===== config.mk =====
export PLATFORM = sky130hd
export DESIGN_NAME = uart_fifo
export DESIGN_NICKNAME = d
export VERILOG_FILES = /design/src/rtl/uart_fifo_pkg.sv /design/src/rtl/sync_fifo.sv /design/src/rtl/uart_fifo.sv
export SDC_FILE = /design/constraint.sdc
export NUM_CORES = 1
export LEC_CHECK = 0
export CORE_MARGIN = 8
export CORE_UTILIZATION = 45
export CTS_CLUSTER_SIZE = 12
export DETAILED_ROUTE_END_ITERATION = 16
export PLACE_DENSITY_LB_ADDON = 0.12
export SKIP_CTS_REPAIR_TIMING = 1
export SYNTH_ARGS = -nofsm -noshare
export SYNTH_HDL_FRONTEND = slang
export SYNTH_SLANG_ARGS = --single-unit

===== constraint.sdc =====
create_clock -name clk -period 3.1 [get_ports clk]
set_input_delay 0.62 -clock clk [delete_from_list [all_inputs] [get_ports clk]]
set_output_delay 0.62 -clock clk [all_outputs]
set_load 0.01 [all_outputs]

===== src/rtl/uart_fifo_pkg.sv =====
// ---------------------------------------------------------------------------
// uart_fifo_pkg : shared state encodings and bit-timing helper for uart_fifo
// Rev 1.0
// ---------------------------------------------------------------------------
`default_nettype none

package uart_fifo_pkg;

   localparam int BitCountWidth = 3;

   typedef enum logic [2:0] {
      TX_IDLE   = 3'd0,
      TX_START  = 3'd1,
      TX_DATA   = 3'd2,
      TX_PARITY = 3'd3,
      TX_STOP   = 3'd4
   } tx_state_t;

   typedef enum logic [2:0] {
      RX_IDLE        = 3'd0,
      RX_START_CHECK = 3'd1,
      RX_DATA        = 3'd2,
      RX_PARITY      = 3'd3,
      RX_STOP        = 3'd4
   } rx_state_t;

   function automatic int clocks_per_bit(input int clk_hz, input int baud);
      return clk_hz / baud;
   endfunction

endpackage

`default_nettype wire


===== src/rtl/sync_fifo.sv =====
// ---------------------------------------------------------------------------
// sync_fifo : show-ahead synchronous FIFO with registered count/full/empty
// Rev 1.0
// ---------------------------------------------------------------------------
`default_nettype none

module sync_fifo #(
   parameter int DataBitWidth  = 8,
   parameter int DepthBitWidth = 4
) (
   input  logic                    clk,
   input  logic                    rst,
   input  logic [DataBitWidth-1:0] i_wr_data,
   input  logic                    i_push,
   input  logic                    i_pop,
   output logic [DataBitWidth-1:0] o_rd_data,
   output logic [DepthBitWidth:0]  o_count,
   output logic                    o_full,
   output logic                    o_empty
);

   localparam int c_DEPTH = 1 << DepthBitWidth;
   localparam logic [DepthBitWidth:0] c_ALMOST_FULL = (DepthBitWidth+1)'(c_DEPTH - 1);
   localparam logic [DepthBitWidth:0] c_ONE         = (DepthBitWidth+1)'(1);

   logic [DataBitWidth-1:0]  r_mem [c_DEPTH];
   logic [DepthBitWidth-1:0] r_wr_ptr;
   logic [DepthBitWidth-1:0] r_rd_ptr;
   logic [DepthBitWidth:0]   r_count;
   logic                     r_full;
   logic                     r_empty;
   logic                     w_push;
   logic                     w_pop;

   // A push into a full FIFO is accepted only when a pop frees the slot in the same cycle
   assign w_pop  = i_pop && !r_empty;
   assign w_push = i_push && (!r_full || w_pop);

   always_ff @(posedge clk) begin
      if (w_push) begin
         r_mem[r_wr_ptr] <= i_wr_data;
      end
   end

   always_ff @(posedge clk) begin
      if (rst) begin
         r_wr_ptr <= '0;
         r_rd_ptr <= '0;
         r_count  <= '0;
         r_full   <= 1'b0;
         r_empty  <= 1'b1;
      end else begin
         if (w_push) r_wr_ptr <= r_wr_ptr + 1'b1;
         if (w_pop)  r_rd_ptr <= r_rd_ptr + 1'b1;
         case ({w_push, w_pop})
            2'b10: begin
               r_count <= r_count + 1'b1;
               r_full  <= (r_count == c_ALMOST_FULL);
               r_empty <= 1'b0;
            end
            2'b01: begin
               r_count <= r_count - 1'b1;
               r_full  <= 1'b0;
               r_empty <= (r_count == c_ONE);
            end
            default: ;
         endcase
      end
   end

   assign o_rd_data = r_empty ? '0 : r_mem[r_rd_ptr];
   assign o_count   = r_count;
   assign o_full    = r_full;
   assign o_empty   = r_empty;

endmodule

`default_nettype wire


===== src/rtl/uart_fifo.sv =====
// ---------------------------------------------------------------------------
// uart_fifo : FIFO-buffered full-duplex UART, 8N1 (8E1 with UART_FIFO_PARITY_EN)
// Rev 1.0
// ---------------------------------------------------------------------------
`default_nettype none

module uart_fifo
   import uart_fifo_pkg::*;
#(
   parameter int ClockFrequencyHz    = 20_250_000,
   parameter int BaudRate            = 115_200,
   parameter int TxFifoDepthBitWidth = 4,
   parameter int RxFifoDepthBitWidth = 4
) (
   input  logic                         clk,
   input  logic                         rst,
   input  logic [7:0]                   tx_data,
   input  logic                         tx_write,
   output logic                         tx_full,
   output logic [TxFifoDepthBitWidth:0] tx_count,
   output logic                         tx_idle,
   output logic [7:0]                   rx_data,
   input  logic                         rx_read,
   output logic                         rx_empty,
   output logic [RxFifoDepthBitWidth:0] rx_count,
   output logic                         rx_overrun,
   output logic                         rx_frame_error,
   output logic                         rx_parity_error,
   input  logic                         err_clear,
   output logic                         uart_tx,
   input  logic                         uart_rx
);

   localparam int c_CPB   = clocks_per_bit(ClockFrequencyHz, BaudRate);
   localparam int c_CNT_W = $clog2(c_CPB);
   localparam logic [c_CNT_W-1:0]       c_CNT_LAST = c_CNT_W'(c_CPB - 1);
   localparam logic [c_CNT_W-1:0]       c_CNT_HALF = c_CNT_W'(c_CPB / 2 - 1);
   localparam logic [BitCountWidth-1:0] c_BIT_LAST = BitCountWidth'(7);
`ifdef UART_FIFO_PARITY_EN
   localparam bit c_PARITY_EN = 1'b1;
`else
   localparam bit c_PARITY_EN = 1'b0;
`endif

   if (c_CPB < 4) begin : g_cpb_check
      $error("uart_fifo: ClocksPerBit must be at least 4");
   end

   // ---------------- transmit ----------------
   tx_state_t                r_tx_state, w_tx_state_next;
   logic [c_CNT_W-1:0]       r_tx_cnt;
   logic [BitCountWidth-1:0] r_tx_bit;
   logic [7:0]               r_tx_shift, w_tx_shift_next, w_tx_head;
   logic                     r_tx_parity, r_uart_tx;
   logic                     w_tx_line, w_tx_done, w_tx_pop, w_tx_empty;

   sync_fifo #(.DataBitWidth(8), .DepthBitWidth(TxFifoDepthBitWidth)) u_tx_fifo (
      .clk(clk), .rst(rst), .i_wr_data(tx_data), .i_push(tx_write), .i_pop(w_tx_pop),
      .o_rd_data(w_tx_head), .o_count(tx_count), .o_full(tx_full), .o_empty(w_tx_empty)
   );

   assign w_tx_done = (r_tx_cnt == c_CNT_LAST);

   always_ff @(posedge clk) begin
      if (rst) begin
         r_tx_state  <= TX_IDLE;
         r_tx_cnt    <= '0;
         r_tx_bit    <= '0;
         r_tx_shift  <= '0;
         r_tx_parity <= 1'b0;
         r_uart_tx   <= 1'b1;
      end else begin
         r_tx_state <= w_tx_state_next;
         r_tx_cnt   <= (r_tx_state == TX_IDLE || w_tx_state_next != r_tx_state || w_tx_done)
                       ? '0 : r_tx_cnt + 1'b1;
         if (r_tx_state != TX_DATA)  r_tx_bit <= '0;
         else if (w_tx_done)         r_tx_bit <= r_tx_bit + 1'b1;
         r_tx_shift <= w_tx_shift_next;
         if (w_tx_pop) r_tx_parity <= ^w_tx_head;
         r_uart_tx  <= w_tx_line;
      end
   end

   always_comb begin
      w_tx_state_next = r_tx_state;
      case (r_tx_state)
         TX_IDLE:   if (!w_tx_empty) w_tx_state_next = TX_START;
         TX_START:  if (w_tx_done) w_tx_state_next = TX_DATA;
         TX_DATA:   if (w_tx_done && r_tx_bit == c_BIT_LAST)
                       w_tx_state_next = c_PARITY_EN ? TX_PARITY : TX_STOP;
         TX_PARITY: if (w_tx_done) w_tx_state_next = TX_STOP;
         TX_STOP:   if (w_tx_done) w_tx_state_next = w_tx_empty ? TX_IDLE : TX_START;
         default:   w_tx_state_next = TX_IDLE;
      endcase
   end

   // Line level is computed for the upcoming state so uart_tx comes straight from a flop
   always_comb begin
      w_tx_pop        = 1'b0;
      w_tx_shift_next = r_tx_shift;
      w_tx_line       = 1'b1;
      if (r_tx_state == TX_IDLE || (r_tx_state == TX_STOP && w_tx_done))
         w_tx_pop = !w_tx_empty;
      if (w_tx_pop)
         w_tx_shift_next = w_tx_head;
      else if (r_tx_state == TX_DATA && w_tx_done)
         w_tx_shift_next = {1'b0, r_tx_shift[7:1]};
      case (w_tx_state_next)
         TX_START:  w_tx_line = 1'b0;
         TX_DATA:   w_tx_line = w_tx_shift_next[0];
         TX_PARITY: w_tx_line = r_tx_parity;
         default:   w_tx_line = 1'b1;
      endcase
   end

   assign uart_tx = r_uart_tx;
   assign tx_idle = (r_tx_state == TX_IDLE) && w_tx_empty;

   // ---------------- receive ----------------
   rx_state_t                r_rx_state, w_rx_state_next;
   logic [1:0]               r_rx_sync;
   logic [c_CNT_W-1:0]       r_rx_cnt;
   logic [BitCountWidth-1:0] r_rx_bit;
   logic [7:0]               r_rx_shift;
   logic                     r_rx_par_bit, r_rx_overrun, r_rx_frame_error;
   logic                     w_rx, w_rx_sample, w_rx_stop, w_rx_full;
   logic                     w_rx_push, w_rx_frame_err, w_rx_par_err, w_rx_ovr;

   sync_fifo #(.DataBitWidth(8), .DepthBitWidth(RxFifoDepthBitWidth)) u_rx_fifo (
      .clk(clk), .rst(rst), .i_wr_data(r_rx_shift), .i_push(w_rx_push), .i_pop(rx_read),
      .o_rd_data(rx_data), .o_count(rx_count), .o_full(w_rx_full), .o_empty(rx_empty)
   );

   assign w_rx = r_rx_sync[1];
   assign w_rx_sample = (r_rx_state == RX_START_CHECK) ? (r_rx_cnt == c_CNT_HALF) :
                        (r_rx_state == RX_IDLE)        ? 1'b0 : (r_rx_cnt == c_CNT_LAST);

   always_ff @(posedge clk) begin
      if (rst) begin
         r_rx_sync        <= 2'b11;
         r_rx_state       <= RX_IDLE;
         r_rx_cnt         <= '0;
         r_rx_bit         <= '0;
         r_rx_shift       <= '0;
         r_rx_par_bit     <= 1'b0;
         r_rx_overrun     <= 1'b0;
         r_rx_frame_error <= 1'b0;
      end else begin
         r_rx_sync  <= {r_rx_sync[0], uart_rx};
         r_rx_state <= w_rx_state_next;
         r_rx_cnt   <= (r_rx_state == RX_IDLE || w_rx_state_next != r_rx_state || w_rx_sample)
                       ? '0 : r_rx_cnt + 1'b1;
         if (r_rx_state != RX_DATA)  r_rx_bit <= '0;
         else if (w_rx_sample)       r_rx_bit <= r_rx_bit + 1'b1;
         if (r_rx_state == RX_DATA && w_rx_sample)   r_rx_shift   <= {w_rx, r_rx_shift[7:1]};
         if (r_rx_state == RX_PARITY && w_rx_sample) r_rx_par_bit <= w_rx;
         if (err_clear)            r_rx_overrun <= 1'b0;
         else if (w_rx_ovr)        r_rx_overrun <= 1'b1;
         if (err_clear)            r_rx_frame_error <= 1'b0;
         else if (w_rx_frame_err)  r_rx_frame_error <= 1'b1;
      end
   end

   always_comb begin
      w_rx_state_next = r_rx_state;
      case (r_rx_state)
         RX_IDLE:        if (!w_rx) w_rx_state_next = RX_START_CHECK;
         RX_START_CHECK: if (w_rx_sample) w_rx_state_next = w_rx ? RX_IDLE : RX_DATA;
         RX_DATA:        if (w_rx_sample && r_rx_bit == c_BIT_LAST)
                            w_rx_state_next = c_PARITY_EN ? RX_PARITY : RX_STOP;
         RX_PARITY:      if (w_rx_sample) w_rx_state_next = RX_STOP;
         RX_STOP:        if (w_rx_sample) w_rx_state_next = RX_IDLE;
         default:        w_rx_state_next = RX_IDLE;
      endcase
   end

   always_comb begin
      w_rx_stop      = (r_rx_state == RX_STOP) && w_rx_sample;
      w_rx_frame_err = w_rx_stop && !w_rx;
      w_rx_par_err   = w_rx_stop && w_rx && c_PARITY_EN && (r_rx_par_bit != ^r_rx_shift);
      w_rx_push      = w_rx_stop && w_rx && !w_rx_par_err;
      w_rx_ovr       = w_rx_push && w_rx_full && !rx_read;
   end

   assign rx_overrun     = r_rx_overrun;
   assign rx_frame_error = r_rx_frame_error;

`ifdef UART_FIFO_PARITY_EN
   logic r_rx_parity_error;
   always_ff @(posedge clk) begin
      if (rst || err_clear) r_rx_parity_error <= 1'b0;
      else if (w_rx_par_err) r_rx_parity_error <= 1'b1;
   end
   assign rx_parity_error = r_rx_parity_error;
`else
   assign rx_parity_error = 1'b0;
`endif

endmodule

`default_nettype wire


==> flow_summary.ini <==
[detailed_routing]
dr.first_iter.drc_count = 443
ant_nets = 0
vias_per_cell = 5.363
drtPass1Iterations = 5
wirelength_um = 27280
drc = 0
vias = 7272
wl_per_cell_um = 20.12

[final_layout]
register_area_sq_um = 9454
final.fill_count = 2426
areaGrowthSynthToFinish_pct = 16.78
final_core_util_pct = 52.87
multi_input_area_sq_um = 4019
antenna_cells = 0
fin_nets = 979
drive_above_1_share_pct = 20.31

[synthesis]
synth-async-reset-ratio_pct = 0
synth_edf_count = 256
ys_types = 52
syn_nets = 891
synth_ff_type = edfxtp_1
ys_seq_area_share_pct = 68.78
synth_area_per_cell_sq_um = 16.18
syn_inst = 849
synth_seq_cells = 344
synth_area_sq_um = 13740
yosysWarnings = 0

[critical_path]
cpPeakStageDelay_ns = 0.50
crit_path_max_fanout = 6
critPathKind = flop to output port
slowest_stage = mux4_2
path_cells = buf_6 > clkbuf_16 > mux4_2 > mux4_2 > nor2b_1 > clkbuf_2
crit_path_start_kind = flop
worstPathArrival_ns = 2.44
cpMostUsedCell = mux4_2
crit_required_ns = 2.48
ff2ff_path_depth = 10
crit_path_end_kind = output port

[place]
hpwl_um = 17710
port_buffers = 37
place.gp.congestion = 0.7816

[clocking]
clkSlewWorstSetupHoldPaths_ns = 0.05
cts.path.max_buffers = 3
cts_tree = yes
cts-root-buf = clkbuf_16
cts_sinks = 344
cts-buffers-inserted = 38
clk_latency_ns = 0.52
htreeDepth = 2

[timing]
max_slew_margin_pct = 51.08
fin_crit_ns = 3.058
slew_violations = 0
hold-worst-slack_ns = 0.4103
finalClockSkew_ns = 0.01820
rsz0062_at_grt = yes
final-hold-violation-count = 0
worstMarginPinSlew_ns = 0.7338
finalCritPeriodShare_pct = 98.63
setup_violations = 0
clock.fmax_mhz = 327.1

[power]
seq_power_share_pct = 51.5
p_leak_nw = 5.346
net-switching-power_w = 0.002072
p_per_area_nw_per_um2 = 610.2
p_clk_share_pct = 42.1
comb_power_share_pct = 6.4
ir_worst_vdd_v = 0.0003583
p_sw_share_pct = 21.16
p_int_w = 0.007718

[grt]
grt_max_degree = 40
overflow = 0
antenna_found_initial = 0
grt_usage_pct = 15.00
grt_pass1_vias = 7621
grt_pass1_wl_um = 42690

[floorplan]
initial_core_util_pct = 45.27
die_h_um = 190.7
io_pins = 39
die_w_um = 190.7
die-area_sq_um = 36380
placementRows = 64
coreArea_sq_um = 30350

[hold_path]
hold_path_depth = 1
hp-class = flop to flop

[run]
max_cap_viol_count = 0

[outcome]
status = completed
placed cells by master (no fill, tap or decap), drive strengths merged, types with 7 or more instances in the layout:
cell type,count
a211oi,10
a21oi,19
a22oi,18
buf,51
clkbuf,57
clkdlybuf4s50,28
clkinv,11
dfxtp,88
edfxtp,256
ha,28
inv,19
mux2i,23
mux4,72
nand2,31
nand3,7
nand4,8
nor2,106
nor2b,11
nor3,17
o21ai,7
xnor2,17
xor2,22
kinds of logic (layout without fill, tap and decap cells):
| kind of cell | count (synthesis) | count (layout) | synth area share, % |
|---|---|---|---|
| AOI/OAI and AO/OA | 66 | 66 | 3.297 |
| xor gates and xnor gates | 39 | 39 | 2.486 |
| adders and majority gates | 28 | 28 | 2.550 |
| buffers and inverters | 61 | 172 | 1.967 |
| DFF | 344 | 344 | 68.78 |
| muxes | 95 | 95 | 13.48 |
| other | 1 | 1 | 0.02730 |
| and+or+nand+nor | 215 | 215 | 7.414 |
stage by stage:
| step | instance area, sq um | setup WS (ns) | power (W) | instances | TNS [ns] |
|---|---|---|---|---|---|
| global route | 16040 | -0.04251 | 0.01015 | 1356 | -0.1485 |
| CTS | 15970 | -0.2966 | 0.009897 | 1352 | -2.237 |
| global placement | 14820 | 0.2825 | 0.005747 | 1289 | 0 |
| floorplan | 13740 | 0.3900 | 0.005565 | 849 | 0 |
| detailed placement | 14820 | 0.2728 | 0.005765 | 1289 | 0 |
| finish | 16040 | 0.04243 | 0.009790 | 1356 | 0 |
final timing paths:
check / startpoint / slack [ns] / endpoint
setup reg to reg: r_tx_cnt[5] / 0.38 / u_tx_fifo.o_count[3]
hold reg to reg: r_rx_sync[0] / 0.41 / r_rx_sync[1]
hold / removal: r_rx_sync[0] / 0.41 / r_rx_sync[1]
setup / recovery: flop / 0.04 / rx_data[5]
power groups by stage:
stage	combinational [W]	sequential, W	clock [W]
6_report	0.000625	0.00504	0.00413
3_5_place_dp	0.000629	0.00514	0
3_3_place_gp	0.000616	0.00513	0
4_1_cts	0.000634	0.00504	0.00422
5_1_grt	0.000688	0.00504	0.00442
2_1_floorplan	0.000442	0.00512	0
Yosys cell counts (all sizes together), types with 4 or more instances:
master	count	area, sq um
edfxtp	256	7687
nor2	106	397.9
dfxtp	88	1762
mux4	72	1622
nand2	31	118.9
ha	28	350.3
buf	23	127.6
mux2i	23	230.2
xor2	22	192.7
a21oi	19	106.4
inv	19	71.31
a22oi	18	135.1
clkbuf	18	67.56
nor3	17	90.09
xnor2	17	148.9
nor2b	11	68.82
a211oi	10	75.07
nand4	8	50.05
nand3	7	35.03
o21ai	7	35.03
nand2b	6	37.54
or3	6	37.54
and3	5	31.28
a31oi	4	25.02
and2	4	26.28
layout make-up:
cell class                      count  area share (%)
Clock buffer                       51           6.488
Multi-Input combinational cell    444           25.05
Clock inverter                     12          0.6785
Timing Repair Buffer               89           5.303
Tap cell                          396           3.088
Sequential cell                   344           58.93
Inverter                           20          0.4679
flip-flops by register name, indices dropped and copies added, names as in the netlist, 2 cells and up, named ones only:
signal and cells:
r_rx_bit 3, r_rx_cnt 8, r_rx_shift 8, r_rx_state 3, r_rx_sync 2, r_tx_bit 3, r_tx_cnt 8, r_tx_shift 8
r_tx_state 3, u_rx_fifo.o_count 5, u_rx_fifo.r_mem 128, u_rx_fifo.r_rd_ptr 4, u_rx_fifo.r_wr_ptr 4, u_tx_fifo.o_count 5, u_tx_fifo.r_mem 128, u_tx_fifo.r_rd_ptr 4
u_tx_fifo.r_wr_ptr 4
worst max-delay path, delay by kind of cell (launching register included):
family	cells	cell delay [ns]
DFF	1	0.42
muxes	2	0.97
buffers and inverters	3	0.40
and+or+nand+nor	1	0.14
layer usage:
metal	share of wire [%]	vias up	routed length, um	global-route usage [%]
li1	-	3394	-	-
met1	42	3698	11540	18.28
met2	52	134	14170	26.70
met3	3.2	46	881	2.597
met4	2.5	0	692	4.803
met5	0	-	0	0
Note: power is estimated with default switching activity, not from simulation.
